`src/rtl/flappy_bird_motion_if.sv`:
```
// Control strobes into the bird-motion block and its position/velocity/state outputs.
// master = game control side driving the strobes, slave = the motion block.
interface flappy_bird_motion_if #(
  parameter int W  = 10,
  parameter int VW = 6
);
  logic                 Tick;
  logic                 Start;
  logic                 Ack;
  logic                 Flap_Button;
  logic                 Hit;
  logic [W-1:0]         XBird;
  logic [W-1:0]         YBird;
  logic signed [VW-1:0] VelY;
  logic                 q_I;
  logic                 q_Flap;
  logic                 q_Unpress;
  logic                 q_Grav;
  logic                 q_Lost;

  modport master (
    output Tick, Start, Ack, Flap_Button, Hit,
    input  XBird, YBird, VelY, q_I, q_Flap, q_Unpress, q_Grav, q_Lost
  );

  modport slave (
    input  Tick, Start, Ack, Flap_Button, Hit,
    output XBird, YBird, VelY, q_I, q_Flap, q_Unpress, q_Grav, q_Lost
  );
endinterface

```
`src/rtl/flappy_bird_motion.sv`:
```
// Bird motion: gravity with terminal clamp, debounced flap, ceiling/floor bounds, loss on floor or Hit.
// State and position are registered; transitions land on the edge that samples their cause.
module flappy_bird_motion #(
  parameter int W          = 10,
  parameter int VW         = 6,
  parameter int X_START    = 144,
  parameter int Y_START    = 320,
  parameter int Y_MIN      = 0,
  parameter int Y_MAX      = 464,
  parameter int GRAV       = 1,
  parameter int FLAP_VEL   = 8,
  parameter int V_MAX      = 12,
  parameter int FLAP_TICKS = 4
) (
  input logic                 Clk,
  input logic                 Reset_n,
  flappy_bird_motion_if.slave bus
);

  localparam int SW = W + 2;
  localparam int CW = $clog2(FLAP_TICKS + 1);
  localparam logic signed [VW-1:0] VEL_FLAP = VW'(-FLAP_VEL);

  typedef enum logic [4:0] {
    S_I       = 5'b00001,
    S_FLAP    = 5'b00010,
    S_UNPRESS = 5'b00100,
    S_GRAV    = 5'b01000,
    S_LOST    = 5'b10000
  } state_t;

  state_t               state;
  logic [W-1:0]         y;
  logic signed [VW-1:0] vel;
  logic [CW-1:0]        cnt;

  logic signed [SW-1:0] sum;
  logic signed [VW:0]   vel_inc;
  logic                 ceil_hit;
  logic                 floor_hit;
  logic [W-1:0]         y_phys;
  logic signed [VW-1:0] vel_phys;

  // One physics step; sum is signed and two bits wider so an upward move past 0 stays negative.
  always_comb begin
    sum       = $signed({2'b00, y}) + $signed({{(SW-VW){vel[VW-1]}}, vel});
    vel_inc   = $signed({vel[VW-1], vel}) + $signed((VW+1)'(GRAV));
    ceil_hit  = (sum <= $signed(SW'(Y_MIN)));
    floor_hit = (sum >= $signed(SW'(Y_MAX)));
    y_phys    = sum[W-1:0];
    vel_phys  = vel_inc[VW-1:0];
    if (ceil_hit) begin
      y_phys   = W'(Y_MIN);
      vel_phys = '0;
    end else if (floor_hit) begin
      y_phys   = W'(Y_MAX);
      vel_phys = '0;
    end else if (vel_inc > $signed((VW+1)'(V_MAX))) begin
      vel_phys = VW'(V_MAX);
    end
  end

  always_ff @(posedge Clk or negedge Reset_n) begin
    if (!Reset_n) begin
      state <= S_I;
      y     <= W'(Y_START);
      vel   <= '0;
      cnt   <= '0;
    end else begin
      case (state)
        S_I: begin
          y   <= W'(Y_START);
          vel <= '0;
          cnt <= '0;
          if (bus.Start) begin
            state <= S_FLAP;
            vel   <= VEL_FLAP;
          end
        end
        S_FLAP, S_UNPRESS, S_GRAV: begin
          if (bus.Hit) begin
            state <= S_LOST;
          end else if (bus.Tick && floor_hit) begin
            state <= S_LOST;
            y     <= W'(Y_MAX);
            vel   <= '0;
          end else begin
            if (bus.Tick) begin
              y   <= y_phys;
              vel <= vel_phys;
            end
            if (state == S_FLAP && bus.Tick) begin
              cnt <= cnt + CW'(1);
              if (cnt == CW'(FLAP_TICKS - 1))
                state <= S_UNPRESS;
            end
            if (state == S_UNPRESS && !bus.Flap_Button)
              state <= S_GRAV;
            // A flap overrides the velocity the same-cycle tick would have written.
            if (state == S_GRAV && bus.Flap_Button) begin
              state <= S_FLAP;
              vel   <= VEL_FLAP;
              cnt   <= '0;
            end
          end
        end
        S_LOST: begin
          if (bus.Ack)
            state <= S_I;
        end
        default: state <= S_I;
      endcase
    end
  end

  assign bus.XBird     = W'(X_START);
  assign bus.YBird     = y;
  assign bus.VelY      = vel;
  assign bus.q_I       = state[0];
  assign bus.q_Flap    = state[1];
  assign bus.q_Unpress = state[2];
  assign bus.q_Grav    = state[3];
  assign bus.q_Lost    = state[4];

endmodule

```
`src/flat_wrapper.sv`:
```
// flat-port wrapper written by rule: the top's interface ports become plain ports
module flappy_bird_motion_flat 
#(
  parameter int W          = 10,
  parameter int VW         = 6,
  parameter int X_START    = 144,
  parameter int Y_START    = 320,
  parameter int Y_MIN      = 0,
  parameter int Y_MAX      = 464,
  parameter int GRAV       = 1,
  parameter int FLAP_VEL   = 8,
  parameter int V_MAX      = 12,
  parameter int FLAP_TICKS = 4
)
  (Clk, Reset_n, bus_Tick, bus_Start, bus_Ack, bus_Flap_Button, bus_Hit, bus_XBird, bus_YBird, bus_VelY, bus_q_I, bus_q_Flap, bus_q_Unpress, bus_q_Grav, bus_q_Lost);
  flappy_bird_motion_if #(.W(W), .VW(VW)) bus_i ();
  input logic Clk;
  input logic Reset_n;
  input wire logic [$bits(bus_i.Tick)-1:0] bus_Tick;
  input wire logic [$bits(bus_i.Start)-1:0] bus_Start;
  input wire logic [$bits(bus_i.Ack)-1:0] bus_Ack;
  input wire logic [$bits(bus_i.Flap_Button)-1:0] bus_Flap_Button;
  input wire logic [$bits(bus_i.Hit)-1:0] bus_Hit;
  output wire logic [$bits(bus_i.XBird)-1:0] bus_XBird;
  output wire logic [$bits(bus_i.YBird)-1:0] bus_YBird;
  output wire logic [$bits(bus_i.VelY)-1:0] bus_VelY;
  output wire logic [$bits(bus_i.q_I)-1:0] bus_q_I;
  output wire logic [$bits(bus_i.q_Flap)-1:0] bus_q_Flap;
  output wire logic [$bits(bus_i.q_Unpress)-1:0] bus_q_Unpress;
  output wire logic [$bits(bus_i.q_Grav)-1:0] bus_q_Grav;
  output wire logic [$bits(bus_i.q_Lost)-1:0] bus_q_Lost;
  assign bus_i.Tick = bus_Tick;
  assign bus_i.Start = bus_Start;
  assign bus_i.Ack = bus_Ack;
  assign bus_i.Flap_Button = bus_Flap_Button;
  assign bus_i.Hit = bus_Hit;
  assign bus_XBird = bus_i.XBird;
  assign bus_YBird = bus_i.YBird;
  assign bus_VelY = bus_i.VelY;
  assign bus_q_I = bus_i.q_I;
  assign bus_q_Flap = bus_i.q_Flap;
  assign bus_q_Unpress = bus_i.q_Unpress;
  assign bus_q_Grav = bus_i.q_Grav;
  assign bus_q_Lost = bus_i.q_Lost;
  flappy_bird_motion #(.W(W), .VW(VW), .X_START(X_START), .Y_START(Y_START), .Y_MIN(Y_MIN), .Y_MAX(Y_MAX), .GRAV(GRAV), .FLAP_VEL(FLAP_VEL), .V_MAX(V_MAX), .FLAP_TICKS(FLAP_TICKS)) u_core (.Clk(Clk), .Reset_n(Reset_n), .bus(bus_i));
endmodule
```
`config.mk`:
```
export PLATFORM = sky130hd
export DESIGN_NAME = flappy_bird_motion_flat
export DESIGN_NICKNAME = d
export VERILOG_FILES = /design/src/rtl/flappy_bird_motion_if.sv /design/src/rtl/flappy_bird_motion.sv /design/src/flat_wrapper.sv
export SDC_FILE = /design/constraint.sdc
export NUM_CORES = 1
export LEC_CHECK = 0
export BUFFER_PORTS_ARGS = -buffer_cell sky130_fd_sc_hd__buf_2
export CAP_MARGIN = 0
export CORE_ASPECT_RATIO = 0.8
export CORE_UTILIZATION = 60
export CTS_CLUSTER_SIZE = 16
export DETAILED_ROUTE_END_ITERATION = 7
export PLACE_DENSITY = 0.85
export SLEW_MARGIN = 40
export SYNTH_ARGS = -nofsm -noshare
export SYNTH_HDL_FRONTEND = slang
export SYNTH_SLANG_ARGS = --single-unit
```
`constraint.sdc`:
```
create_clock -name Clk -period 7.2 [get_ports Clk]
set_input_delay 1.44 -clock Clk [delete_from_list [all_inputs] [get_ports Clk]]
set_output_delay 1.44 -clock Clk [all_outputs]
set_load 0.005 [all_outputs]
```
==> impl_results.rst, run 1 <==
.. list-table::
   :header-rows: 1

   * - Metric
     - Value
   * - Pre-Repair DR Iteration Count
     - 4
   * - Ratio of total power to cell area
     - 368.9 mW/mm^2
   * - Number of remaining DRC errors
     - 0
   * - Synth Register Bits
     - 24
   * - Library cell occupying the most area in the post-synthesis netlist
     - dfrtp_1
   * - Final cell count without fillers
     - 299
   * - Total Die Area
     - 0.003700 sq mm
   * - Core outline area
     - 0.003198 sq mm
   * - Wire length of the first global-routing pass
     - 8.066 mm
   * - Input/output buffers
     - 27
   * - Adder and majority cell fraction of the synthesized area
     - 0.1001
   * - Number of enable-type register cells in the synthesized netlist
     - 0
   * - Share of post-route cells with drive strength above 1
     - 0.2046
   * - Number of global-route vias before repair
     - 1,702
   * - Synth Area in XOR/XNOR
     - 0.04219
   * - Final hold viol count
     - 0
   * - Most used flip-flop cell after synthesis
     - dfrtp_1
   * - Share of power burned in combinational logic
     - 0.649
   * - Maximum number of pins on one net before global-route repair
     - 25
   * - Synth cell types
     - 61
   * - Buffers from clock root to sink, at most
     - 2
   * - Row count
     - 18
   * - Time the worst path needs with I/O delays and setup
     - 3469 ps
   * - Flop2flop setup slack
     - 3730 ps
   * - Synthesis Warnings
     - 0
   * - Sinks on Clock Net
     - 24
   * - Type of origin of the critical path
     - flip-flop
   * - Fmax
     - 288.3 MHz
   * - Hold/Removal Path Class
     - flip-flop to flip-flop
   * - Clock transition at the registers of the reported paths
     - 90 ps
   * - Overall power consumption
     - 824.8 uW
   * - Sw power
     - 420.6 uW
   * - Mean post-synth cell area
     - 8.722 sq um
   * - Most frequent cells after synthesis
     - nand2_1 (22), dfrtp_1 (21), nor2_1 (20)
   * - Run status
     - complete, no violations
   * - Post-CTS sizing
     - 0
   * - CTS Root Buffer Type
     - clkbuf_8
   * - Postcts setup bufs
     - 0
   * - Remaining Overflow, GRT
     - 0
   * - Worst r2r dst
     - u_core.bus.YBird[2]
   * - Worst Path Arrival
     - 3680 ps
   * - Gr usage total
     - 0.2957
   * - Area contributors post-synth
     - dfrtp_1 (25%), ha_1 (9.0%), nand2_1 (4.0%)
   * - Starting DRT DRC Count
     - 134
   * - Area added between synthesis and finish
     - 7.715%
   * - Startpoint of the most critical setup path
     - u_core.bus.VelY[0]
   * - Simple logic cell fraction of the synthesized area
     - 0.2254
   * - Class of the most critical setup path
     - flip-flop to flip-flop
   * - Level count of the clock H-tree
     - 1
   * - Maximum fanout along the worst path
     - 8
   * - Combined area of the multi-input logic cells
     - 0.001375 sq mm
   * - Initial core utilization
     - 0.6491
   * - Number of maximum-capacitance constraint violations
     - 0
   * - Critical path endpoint
     - u_core.bus.YBird[2]
   * - Switching share of power
     - 0.5100
   * - Max Clock Skew
     - 7.127 ps
   * - Compound-Gate Fraction of Synth Area
     - 0.2743
   * - Netlist Area Pre-Place
     - 0.002076 sq mm
   * - CTS tree
     - built
   * - Count of inserted antenna diode cells
     - 0
   * - Final setup TNS
     - 0 ps
   * - Number of placed instances with taps included
     - 295
   * - Global placement routability congestion
     - 0.8544
   * - Ys async rst share
     - 1.000
   * - Average vias per placed instance
     - 6.227
   * - Setup Viol. Count Final
     - 0
   * - R2r worst-path depth
     - 10
   * - Fraction of the yosys area taken by sequential cells
     - 0.2911
   * - Slew Limit Fails
     - 0
   * - Antenna violations before repair
     - 0
   * - Die height
     - 54.61 um
   * - Count of nets left with antenna violations after detail routing
     - 0
   * - Via count
     - 1,862
   * - CTS Buf Count
     - 3
   * - Internal cell power
     - 404.2 uW
   * - Mux share of post-synthesis cell area
     - 0
   * - Required arrival time at the worst endpoint
     - 7410 ps
   * - Area fraction of the dominant cell type after synthesis
     - 0.2532
   * - Final #Nets
     - 283
   * - Num ports
     - 38
   * - Clock network latency to the later pin of the worst-skew pair
     - 270 ps
   * - Worst flop-to-flop path startpoint
     - u_core.bus.VelY[0]
   * - RSZ-0062 raised after global routing
     - false
   * - Critical path endpoint category
     - flip-flop
   * - Most used standard cell by instance count after synthesis
     - nand2_1
   * - Leakage
     - 0.001036 uW
   * - Sequential Power Share
     - 0.250
   * - Avg WL per Cell
     - 16.27 um
   * - Post-synthesis instance total
     - 238
   * - Clock network fraction of design power
     - 0.101
   * - Worst slew margin
     - 0.4953
   * - Final Routed Wirelength
     - 4.864 mm
   * - Layout fillers
     - 270
   * - Transition time of the tightest slew-check pin
     - 745.2 ps
   * - Peak VDD IR
     - 167.5 uV
   * - Total area of sequential cells
     - 604.3 sq um
   * - Final period util
     - 0.4818
   * - Die Span X
     - 67.76 um
   * - Dominant combinational cell family by area after synthesis
     - compound AO/OA/AOI/OAI gates
   * - Post-CTS Hold Fix Bufs
     - 0
   * - Detail Placement HPWL
     - 3.709 mm
[worst max-delay path: stages (launching register included)]
cell and delay, ps:
dfrtp_1 490, ha_1 280, fa_1 410, a21o_1 200
a221oi_2 340, or2_1 170, a31oi_2 160, or3_4 420
a2111oi_4 520, and2_1 260, a22o_1 150
[worst min path at each step]
stage,startpoint,to,cells after the start
after global placement,u_core.cnt[0],u_core.cnt[0],1
after detailed placement,u_core.cnt[0],u_core.cnt[0],1
after CTS,u_core.cnt[0],u_core.cnt[0],1
after global routing,u_core.cnt[0],u_core.cnt[0],1
final,u_core.cnt[0],u_core.cnt[0],1
after floorplan,u_core.cnt[0],u_core.cnt[0],1
[cell usage in the layout, fill, tap and decap left out, drive strengths merged, types with 4 or more instances in the layout]
cell / instances
buf: 27
nand2: 23
dfrtp: 21
nor2: 20
a21oi: 16
ha: 15
o21ai: 14
nor3: 12
conb: 10
inv: 7
xnor2: 6
nand3: 6
and3: 4
xor2: 4
nor2b: 4
a22o: 4
o32ai: 4
a211oi: 4
a31oi: 4
or2: 4
o22ai: 4
clkbuf: 4
a2111oi: 4
[state kept, by name (all words and copies together) (netlist names)]
signal,cells
u_core.bus.YBird,10
u_core.cnt,3
u_core.bus.VelY,6
u_core.state,5
[through the flow]
stage / cell area, sq um / hold WS [ps] / utilization / worst slack (ps)
2_1_floorplan: 2106 / 471.2 / - / 4110
3_3_place_gp: 2186 / 494.1 / 0.6835 / 3894
3_5_place_dp: 2191 / 506.6 / 0.6851 / 3790
4_1_cts: 2236 / 516.9 / 0.6991 / 3753
5_1_grt: 2236 / 534.9 / 0.6991 / 3543
6_report: 2236 / 518.4 / 0.6991 / 3731
[kinds of logic (layout without fill, tap and decap cells)]
logic type,after synthesis,in the layout
AOI/OAI and AO/OA,72,72
xor gates and xnor gates,10,10
and+or+nand+nor,89,89
other,2,10
DFF,24,24
buffers and inverters,25,38
adders and majority gates,16,16
[layout make-up]
cell class,count,area share
tap,40,0.02238
multi-input combinational,197,0.6150
sequential,24,0.2703
timing repair buffer,27,0.06044
inverter,7,0.01175
clock buffer,4,0.02015
[power groups by stage]
stage               clock [uW]  combinational (uW)  sequential [uW]
floorplan                    0                 421              191
global placement             0                 504              207
detailed placement           0                 520              207
CTS                       83.8                 523              205
global route              88.9                 589              211
finish                    83.3                 535              206
[layer usage]
| layer | wire, um | track usage |
|---|---|---|
| met1 | 2304 | 0.4125 |
| met2 | 2141 | 0.4571 |
| met3 | 373 | 0.06250 |
| met4 | 44 | 0.08865 |
| met5 | 0 | 0 |
(Power assumes the default switching activity.)
==> run 2: changes to the inputs <==
--- a/config.mk
+++ b/config.mk
@@ -8,10 +8,10 @@
 export BUFFER_PORTS_ARGS = -buffer_cell sky130_fd_sc_hd__buf_2
 export CAP_MARGIN = 0
 export CORE_ASPECT_RATIO = 0.8
-export CORE_UTILIZATION = 60
+export CORE_UTILIZATION = 56
 export CTS_CLUSTER_SIZE = 16
 export DETAILED_ROUTE_END_ITERATION = 7
-export PLACE_DENSITY = 0.85
+export PLACE_DENSITY = 0.8
 export SLEW_MARGIN = 40
 export SYNTH_ARGS = -nofsm -noshare
 export SYNTH_HDL_FRONTEND = slang
==> constraint.sdc (replaced) <==
create_clock -name Clk -period 3.3 [get_ports Clk]
set_input_delay 0.66 -clock Clk [delete_from_list [all_inputs] [get_ports Clk]]
set_output_delay 0.66 -clock Clk [all_outputs]
set_load 0.005 [all_outputs]
==> run 2 against run 1 <==
Compared with the run above:
- sequential share of layout area is 2.0 points lower
- final cell count increased by 4.3%
- first-iteration DRC count fell by 9.7%
- critical path type unchanged
- largest power group unchanged
==> impl_results.rst, run 2 (synthesis results as in run 1) <==
.. list-table::
   :header-rows: 1

   * - Metric
     - Value
   * - Antenna violations before repair
     - 0 (unchanged)
   * - CTS Root Buffer Type
     - clkbuf_8
   * - Worst Path Arrival
     - 3420 ps (-260 ps)
   * - Pre-Repair DR Iteration Count
     - 4 (unchanged)
   * - Final #Nets
     - 294 (+3.9%)
   * - Share of post-route cells with drive strength above 1
     - 0.2630 (+0.05833)
   * - Ratio of total power to cell area
     - 886.5 mW/mm^2 (+140%)
   * - Clock transition at the registers of the reported paths
     - 100 ps (about the same)
   * - Setup Viol. Count Final
     - 0 (unchanged)
   * - Final hold viol count
     - 0 (unchanged)
   * - Initial core utilization
     - 0.5940 (-0.05508)
   * - Final Routed Wirelength
     - 5.330 mm (+9.6%)
   * - CTS Buf Count
     - 3 (unchanged)
   * - Placement-stage worst setup slack
     - 42.47 ps (-3748 ps)
   * - Class of the most critical setup path
     - flip-flop to flip-flop
   * - Global placement routability congestion
     - 0.9431 (+10%)
   * - Core outline area
     - 0.003495 sq mm (+9.3%)
   * - Fmax
     - 308.4 MHz (+7.0%)
   * - Total Die Area
     - 0.003956 sq mm (+6.9%)
   * - Number of remaining DRC errors
     - 0 (unchanged)
   * - Avg WL per Cell
     - 17.08 um (+5.0%)
   * - Count of inserted antenna diode cells
     - 0 (unchanged)
   * - Wire length of the first global-routing pass
     - 8.335 mm (+3.3%)
   * - Most frequent cells in the layout
     - buf_2 (27), nand2_1 (22), nor2_1 (20), dfrtp_1 (20)
   * - Run status
     - complete, no violations
   * - Leakage
     - 0.001127 uW (+8.8%)
   * - Final period util
     - 0.9825 (+0.5007)
   * - Num ports
     - 38 (unchanged)
   * - Max Clock Skew
     - 14.80 ps (+7.669 ps)
   * - Clock network latency to the later pin of the worst-skew pair
     - 280 ps (about the same)
   * - Final core utilization
     - 0.6917 (-0.007410)
   * - Hold/Removal Path Class
     - input pin to async pin
   * - Starting DRT DRC Count
     - 121 (-9.7%)
   * - Layout fillers
     - 303 (+12%)
   * - Required arrival time at the worst endpoint
     - 3480 ps (-3930 ps)
   * - Die height
     - 56.46 um (+3.4%)
   * - Worst slew margin
     - 0.5969 (+0.1016)
   * - Input/output buffers
     - 27 (unchanged)
   * - Die Span X
     - 70.07 um (+3.4%)
   * - Startpoint of the most critical setup path
     - u_core.bus.YBird[0]
   * - Most common cell after layout, fill and taps aside
     - buf_2
   * - R2r worst-path depth
     - 11 (+1)
   * - Maximum number of pins on one net before global-route repair
     - 25 (unchanged)
   * - Area added between synthesis and finish
     - 16.46%
   * - Crit path setup slack, layout
     - 57.77 ps (-3673 ps)
   * - Count of nets left with antenna violations after detail routing
     - 0 (unchanged)
   * - Time the worst path needs with I/O delays and setup
     - 3242 ps (-226.6 ps)
   * - Level count of the clock H-tree
     - 1 (unchanged)
   * - Peak VDD IR
     - 412.1 uV (+150%)
   * - Gr usage total
     - 0.2641 (-0.03160)
   * - CTS tree
     - built
   * - Number of flip-flops under the largest register name
     - 10 (unchanged)
   * - Number of maximum-capacitance constraint violations
     - 0 (unchanged)
   * - Transition time of the tightest slew-check pin
     - 602.0 ps (-143.2 ps)
   * - Maximum fanout along the worst path
     - 5 (-3)
   * - Row count
     - 19 (+1)
   * - Worst flop-to-flop path startpoint
     - u_core.bus.YBird[0]
   * - Total area of sequential cells
     - 605.6 sq um (+0.21%)
   * - Slew Limit Fails
     - 0 (unchanged)
   * - Via count
     - 1,969 (+5.7%)
   * - Post-CTS Hold Fix Bufs
     - 0 (unchanged)
   * - Buffers from clock root to sink, at most
     - 2 (unchanged)
   * - Combined area of the multi-input logic cells
     - 0.001444 sq mm (+5.0%)
   * - Sinks on Clock Net
     - 24 (unchanged)
   * - Detail Placement HPWL
     - 3.846 mm (+3.7%)
   * - Average vias per placed instance
     - 6.311 (+1.3%)
   * - Critical path endpoint category
     - flip-flop
   * - Final setup TNS
     - 0 ps (unchanged)
   * - Type of origin of the critical path
     - flip-flop
   * - Remaining Overflow, GRT
     - 0 (unchanged)
   * - Number of global-route vias before repair
     - 1,753 (+3.0%)
## run 2: path summary, 6_finish.rpt
kind                                            end  slack (ps)
worst max-delay path             u_core.bus.VelY[3]          60
worst min-delay path            u_core.bus.YBird[4]         360
worst max register to register   u_core.bus.VelY[3]          60
worst min register to register        u_core.cnt[0]         520
max in group asynchronous        u_core.bus.VelY[1]        2520
min in group Clk                      u_core.cnt[0]         520
## run 2: repair_timing
| item | 4_1_cts | 5_1_grt |
|---|---|---|
| setup endpoints to repair | 4 | 17 |
| hold endpoints to repair | 0 | 0 |
| pin swaps | 0 | 2 |
| setup buffers | 0 | 4 |
| gates resized for setup | 1 | 10 |
## run 2: layer usage
metal	global-route usage	vias to the layer above	wire length, um
met2	0.4052	84	2409
met3	0.05206	10	364
met4	0.08286	0	108
met1	0.3754	944	2447
li1	-	931	-
met5	0	-	0
## run 2: layout make-up
class,count,area share
Multi-Input combinational cell,197,0.5973
Sequential cell,24,0.2505
Timing Repair Buffer,38,0.09006
Tap cell,42,0.02174
Clock buffer,3,0.01708
Clock inverter,1,0.01242
Inverter,7,0.01087
## run 2: power breakdown
group	switching [uW]	total, uW	internal [uW]
clock	103	265	162
combinational	855	1460	603
sequential	68.3	419	351
total	1030	2140	1120
## run 2: critical path: stages (launching register included)
cell and delay, ps:
dfrtp_1 420, ha_1 250, fa_1 430, a21o_1 210, a221oi_2 320, or2_1 170, a31oi_2 90, or3_4 390
a2111oi_4 460, buf_4 200, nor2_1 40, nor3_1 180
## run 2: through the flow
step / power [uW] / cells / cell area (sq um) / hold WS, ps
floorplan: 1335 / 246 / 2106 / 364.4
global placement: 1626 / 304 / 2241 / 489.4
detailed placement: 1660 / 304 / 2246 / 502.0
CTS: 1941 / 308 / 2321 / 373.0
global route: 2285 / 312 / 2417 / 392.0
finish: 2143 / 312 / 2417 / 358.1
==> run 3: changes to the inputs <==
--- a/config.mk
+++ b/config.mk
@@ -7,10 +7,10 @@
 export LEC_CHECK = 0
 export BUFFER_PORTS_ARGS = -buffer_cell sky130_fd_sc_hd__buf_2
 export CAP_MARGIN = 0
-export CORE_ASPECT_RATIO = 0.8
 export CORE_UTILIZATION = 56
 export CTS_CLUSTER_SIZE = 16
 export DETAILED_ROUTE_END_ITERATION = 7
+export GPL_TIMING_DRIVEN = 0
 export PLACE_DENSITY = 0.8
 export SLEW_MARGIN = 40
 export SYNTH_ARGS = -nofsm -noshare
==> run 3 against run 2 <==
Compared with the run above:
- combinational power down 5%
- final cell count rose by 4.2%
- clock skew shrank 7.1 ps
- via count increased by 0.46%
- flip-flop and latch count stayed put
- sequential share of layout area decreased by 0.68 points
- final area up 3.0%
==> impl_results.rst, run 3 (synthesis results as in run 1) <==
.. list-table::
   :header-rows: 1

   * - Metric
     - Value
   * - Run status
     - complete, no violations
   * - Setup Viol. Count Final
     - 0 (unchanged)
   * - Input/output buffers
     - 26 (-3.7%)
   * - Detail Placement HPWL
     - 3.553 mm (-7.6%)
   * - Die height
     - 62.88 um (+11%)
   * - Antenna violations before repair
     - 0 (unchanged)
   * - Type of origin of the critical path
     - flip-flop
   * - Wire length of the first global-routing pass
     - 8.231 mm (-1.2%)
   * - Transition time of the tightest slew-check pin
     - 770.9 ps (+168.8 ps)
   * - Sinks on Clock Net
     - 24 (unchanged)
   * - Worst r2r dst
     - u_core.bus.VelY[1]
   * - Number of maximum-capacitance constraint violations
     - 0 (unchanged)
   * - Maximum fanout along the worst path
     - 7 (+2)
   * - Crit path setup slack, layout
     - 121.0 ps (+63.18 ps)
   * - Critical path endpoint category
     - flip-flop
   * - Flop2flop setup slack
     - 120 ps (+60 ps)
   * - Fin area
     - 0.002490 sq mm (+3.0%)
   * - Peak VDD IR
     - 541.5 uV (+31%)
   * - Pre-Repair DR Iteration Count
     - 4 (unchanged)
   * - R2r worst-path depth
     - 10 (-1)
   * - CTS Root Buffer Type
     - clkbuf_8
   * - Worst Path Arrival
     - 3370 ps (-50 ps)
   * - Number of global-route vias before repair
     - 1,873 (+6.8%)
   * - Level count of the clock H-tree
     - 1 (unchanged)
   * - Placed instance area
     - 0.002298 sq mm (+2.3%)
   * - Buffers from clock root to sink, at most
     - 2 (unchanged)
   * - Layout fillers
     - 276 (-8.9%)
   * - Average vias per placed instance
     - 6.086 (-3.6%)
   * - Core outline area
     - 0.003442 sq mm (-1.5%)
   * - Ratio of total power to cell area
     - 833.7 mW/mm^2 (-6.0%)
   * - Die Span X
     - 62.88 um (-10%)
   * - Post-CTS Hold Fix Bufs
     - 0 (unchanged)
   * - Count of inserted antenna diode cells
     - 0 (unchanged)
   * - Final hold viol count
     - 0 (unchanged)
   * - Gr usage total
     - 0.2577 (-0.006451)
   * - Area added between synthesis and finish
     - 19.95%
   * - Most common cell after layout, fill and taps aside
     - buf_2
   * - Time the worst path needs with I/O delays and setup
     - 3179 ps (-63.18 ps)
   * - Row count
     - 21 (+2)
   * - Final period util
     - 0.9633 (-0.01915)
   * - Via count
     - 1,978 (+0.46%)
   * - Final #Nets
     - 303 (+3.1%)
   * - Max Clock Skew
     - 7.650 ps (-7.145 ps)
   * - Number of flip-flops under the largest register name
     - 10 (unchanged)
   * - Starting DRT DRC Count
     - 79 (-35%)
   * - Worst slew margin
     - 0.4780 (-0.1189)
   * - Cell-by-cell listing of the critical path
     - ha_1 > a21oi_1 > o211ai_2 > a2111oi_2 > nor2_1 > or3_4 > a2111oi_4 > buf_4 > nand2_2 > o31ai_2
   * - Total Die Area
     - 0.003954 sq mm (about the same)
   * - Overall power consumption
     - 2076 uW (-3.1%)
   * - Placement-stage worst setup slack
     - -118.0 ps (-160.5 ps)
   * - Initial core utilization
     - 0.6031 (+0.009069)
   * - CTS tree
     - built
   * - Worst flop-to-flop path startpoint
     - u_core.bus.VelY[4]
   * - Worst path slowest cell
     - dfrtp_1
   * - Buffering stage count on the worst path with inverters included
     - 1 (unchanged)
   * - Fmax
     - 314.6 MHz (+2.0%)
   * - Count of nets left with antenna violations after detail routing
     - 0 (unchanged)
   * - Most frequent cells in the layout
     - buf_2 (26), nand2_1 (22), nor2_1 (20)
   * - Total area of sequential cells
     - 606.8 sq um (+0.21%)
   * - Final core utilization
     - 0.7234 (+0.03164)
   * - Combined area of the multi-input logic cells
     - 0.001470 sq mm (+1.8%)
   * - Maximum number of pins on one net before global-route repair
     - 25 (unchanged)
   * - Num ports
     - 38 (unchanged)
   * - Required arrival time at the worst endpoint
     - 3490 ps (about the same)
   * - Family with the most delay on the worst path
     - compound AO/OA/AOI/OAI gates
   * - CTS Buf Count
     - 3 (unchanged)
   * - Global placement routability congestion
     - 0.8221 (-13%)
   * - Hold/Removal Path Class
     - input pin to async pin
   * - Slew Limit Fails
     - 0 (unchanged)
   * - Final Routed Wirelength
     - 4.848 mm (-9.0%)
   * - Final setup TNS
     - 0 ps (unchanged)
   * - Clock network latency to the later pin of the worst-skew pair
     - 270 ps (about the same)
   * - Max stage delay on crit path
     - 480 ps (+20 ps)
   * - Class of the most critical setup path
     - flip-flop to flip-flop
   * - Remaining Overflow, GRT
     - 0 (unchanged)
   * - Number of remaining DRC errors
     - 0 (unchanged)
   * - Leakage
     - 0.001130 uW (+0.32%)
   * - Clock transition at the registers of the reported paths
     - 90 ps (about the same)
   * - Share of post-route cells with drive strength above 1
     - 0.2652 (+0.002270)
   * - Avg WL per Cell
     - 14.92 um (-13%)
## run 3: changes by cell type in the layout (fill, tap and decap cells not counted), sizes merged
cell and change:
buf +3, clkbuf +6
## run 3: repair_timing
item                                    CTS  global route
endpoints found under the setup margin   10            17
gates resized for setup                   2            15
pin swaps                                 2             4
buffers inserted                          2             1
## run 3: where the power goes
| part | switching [uW] | leakage (uW) | internal, uW |
|---|---|---|---|
| clock network | 102 | 0.0000357 | 162 |
| registers | 70.4 | 0.000315 | 351 |
| logic | 831 | 0.000780 | 559 |
## run 3: cell type report
type	count	share of cell area
Buffer	18	0.04221
Clock buffer	3	0.01658
Clock inverter	1	0.01206
Inverter	7	0.01055
Multi-Input combinational cell	197	0.5905
Sequential cell	24	0.2437
Tap cell	46	0.02312
Timing Repair Buffer	29	0.06131
## run 3: per-layer routing
metal / routed length [um] / track usage / up-vias / share of wire
li1: - / - / 955 / -
met1: 2162 / 0.3314 / 930 / 0.45
met2: 2358 / 0.4435 / 83 / 0.49
met3: 248 / 0.02555 / 10 / 0.051
met4: 78 / 0.09302 / 0 / 0.016
met5: 0 / 0 / - / 0
## run 3: stage by stage
step,hold slack (ps),cells
finish,357.6,325
global route,393.2,325
CTS,378.1,324
detailed placement,521.3,318
global placement,490.0,318
floorplan,364.4,246
## run 3: worst max-delay path by stage
| stage | startpoint | end | slack (ps) | cells past startpoint |
|---|---|---|---|---|
| 2_1_floorplan | u_core.bus.VelY[0] | u_core.bus.YBird[5] | 210 | 10 |
| 3_3_place_gp | u_core.bus.VelY[0] | u_core.bus.YBird[0] | -80 | 10 |
| 3_5_place_dp | u_core.bus.VelY[0] | u_core.bus.YBird[2] | -120 | 10 |
| 4_1_cts | u_core.bus.VelY[0] | u_core.bus.VelY[4] | 60 | 11 |
| 5_1_grt | u_core.bus.VelY[4] | u_core.bus.VelY[4] | -40 | 10 |
| 6_report | u_core.bus.VelY[4] | u_core.bus.VelY[1] | 120 | 10 |
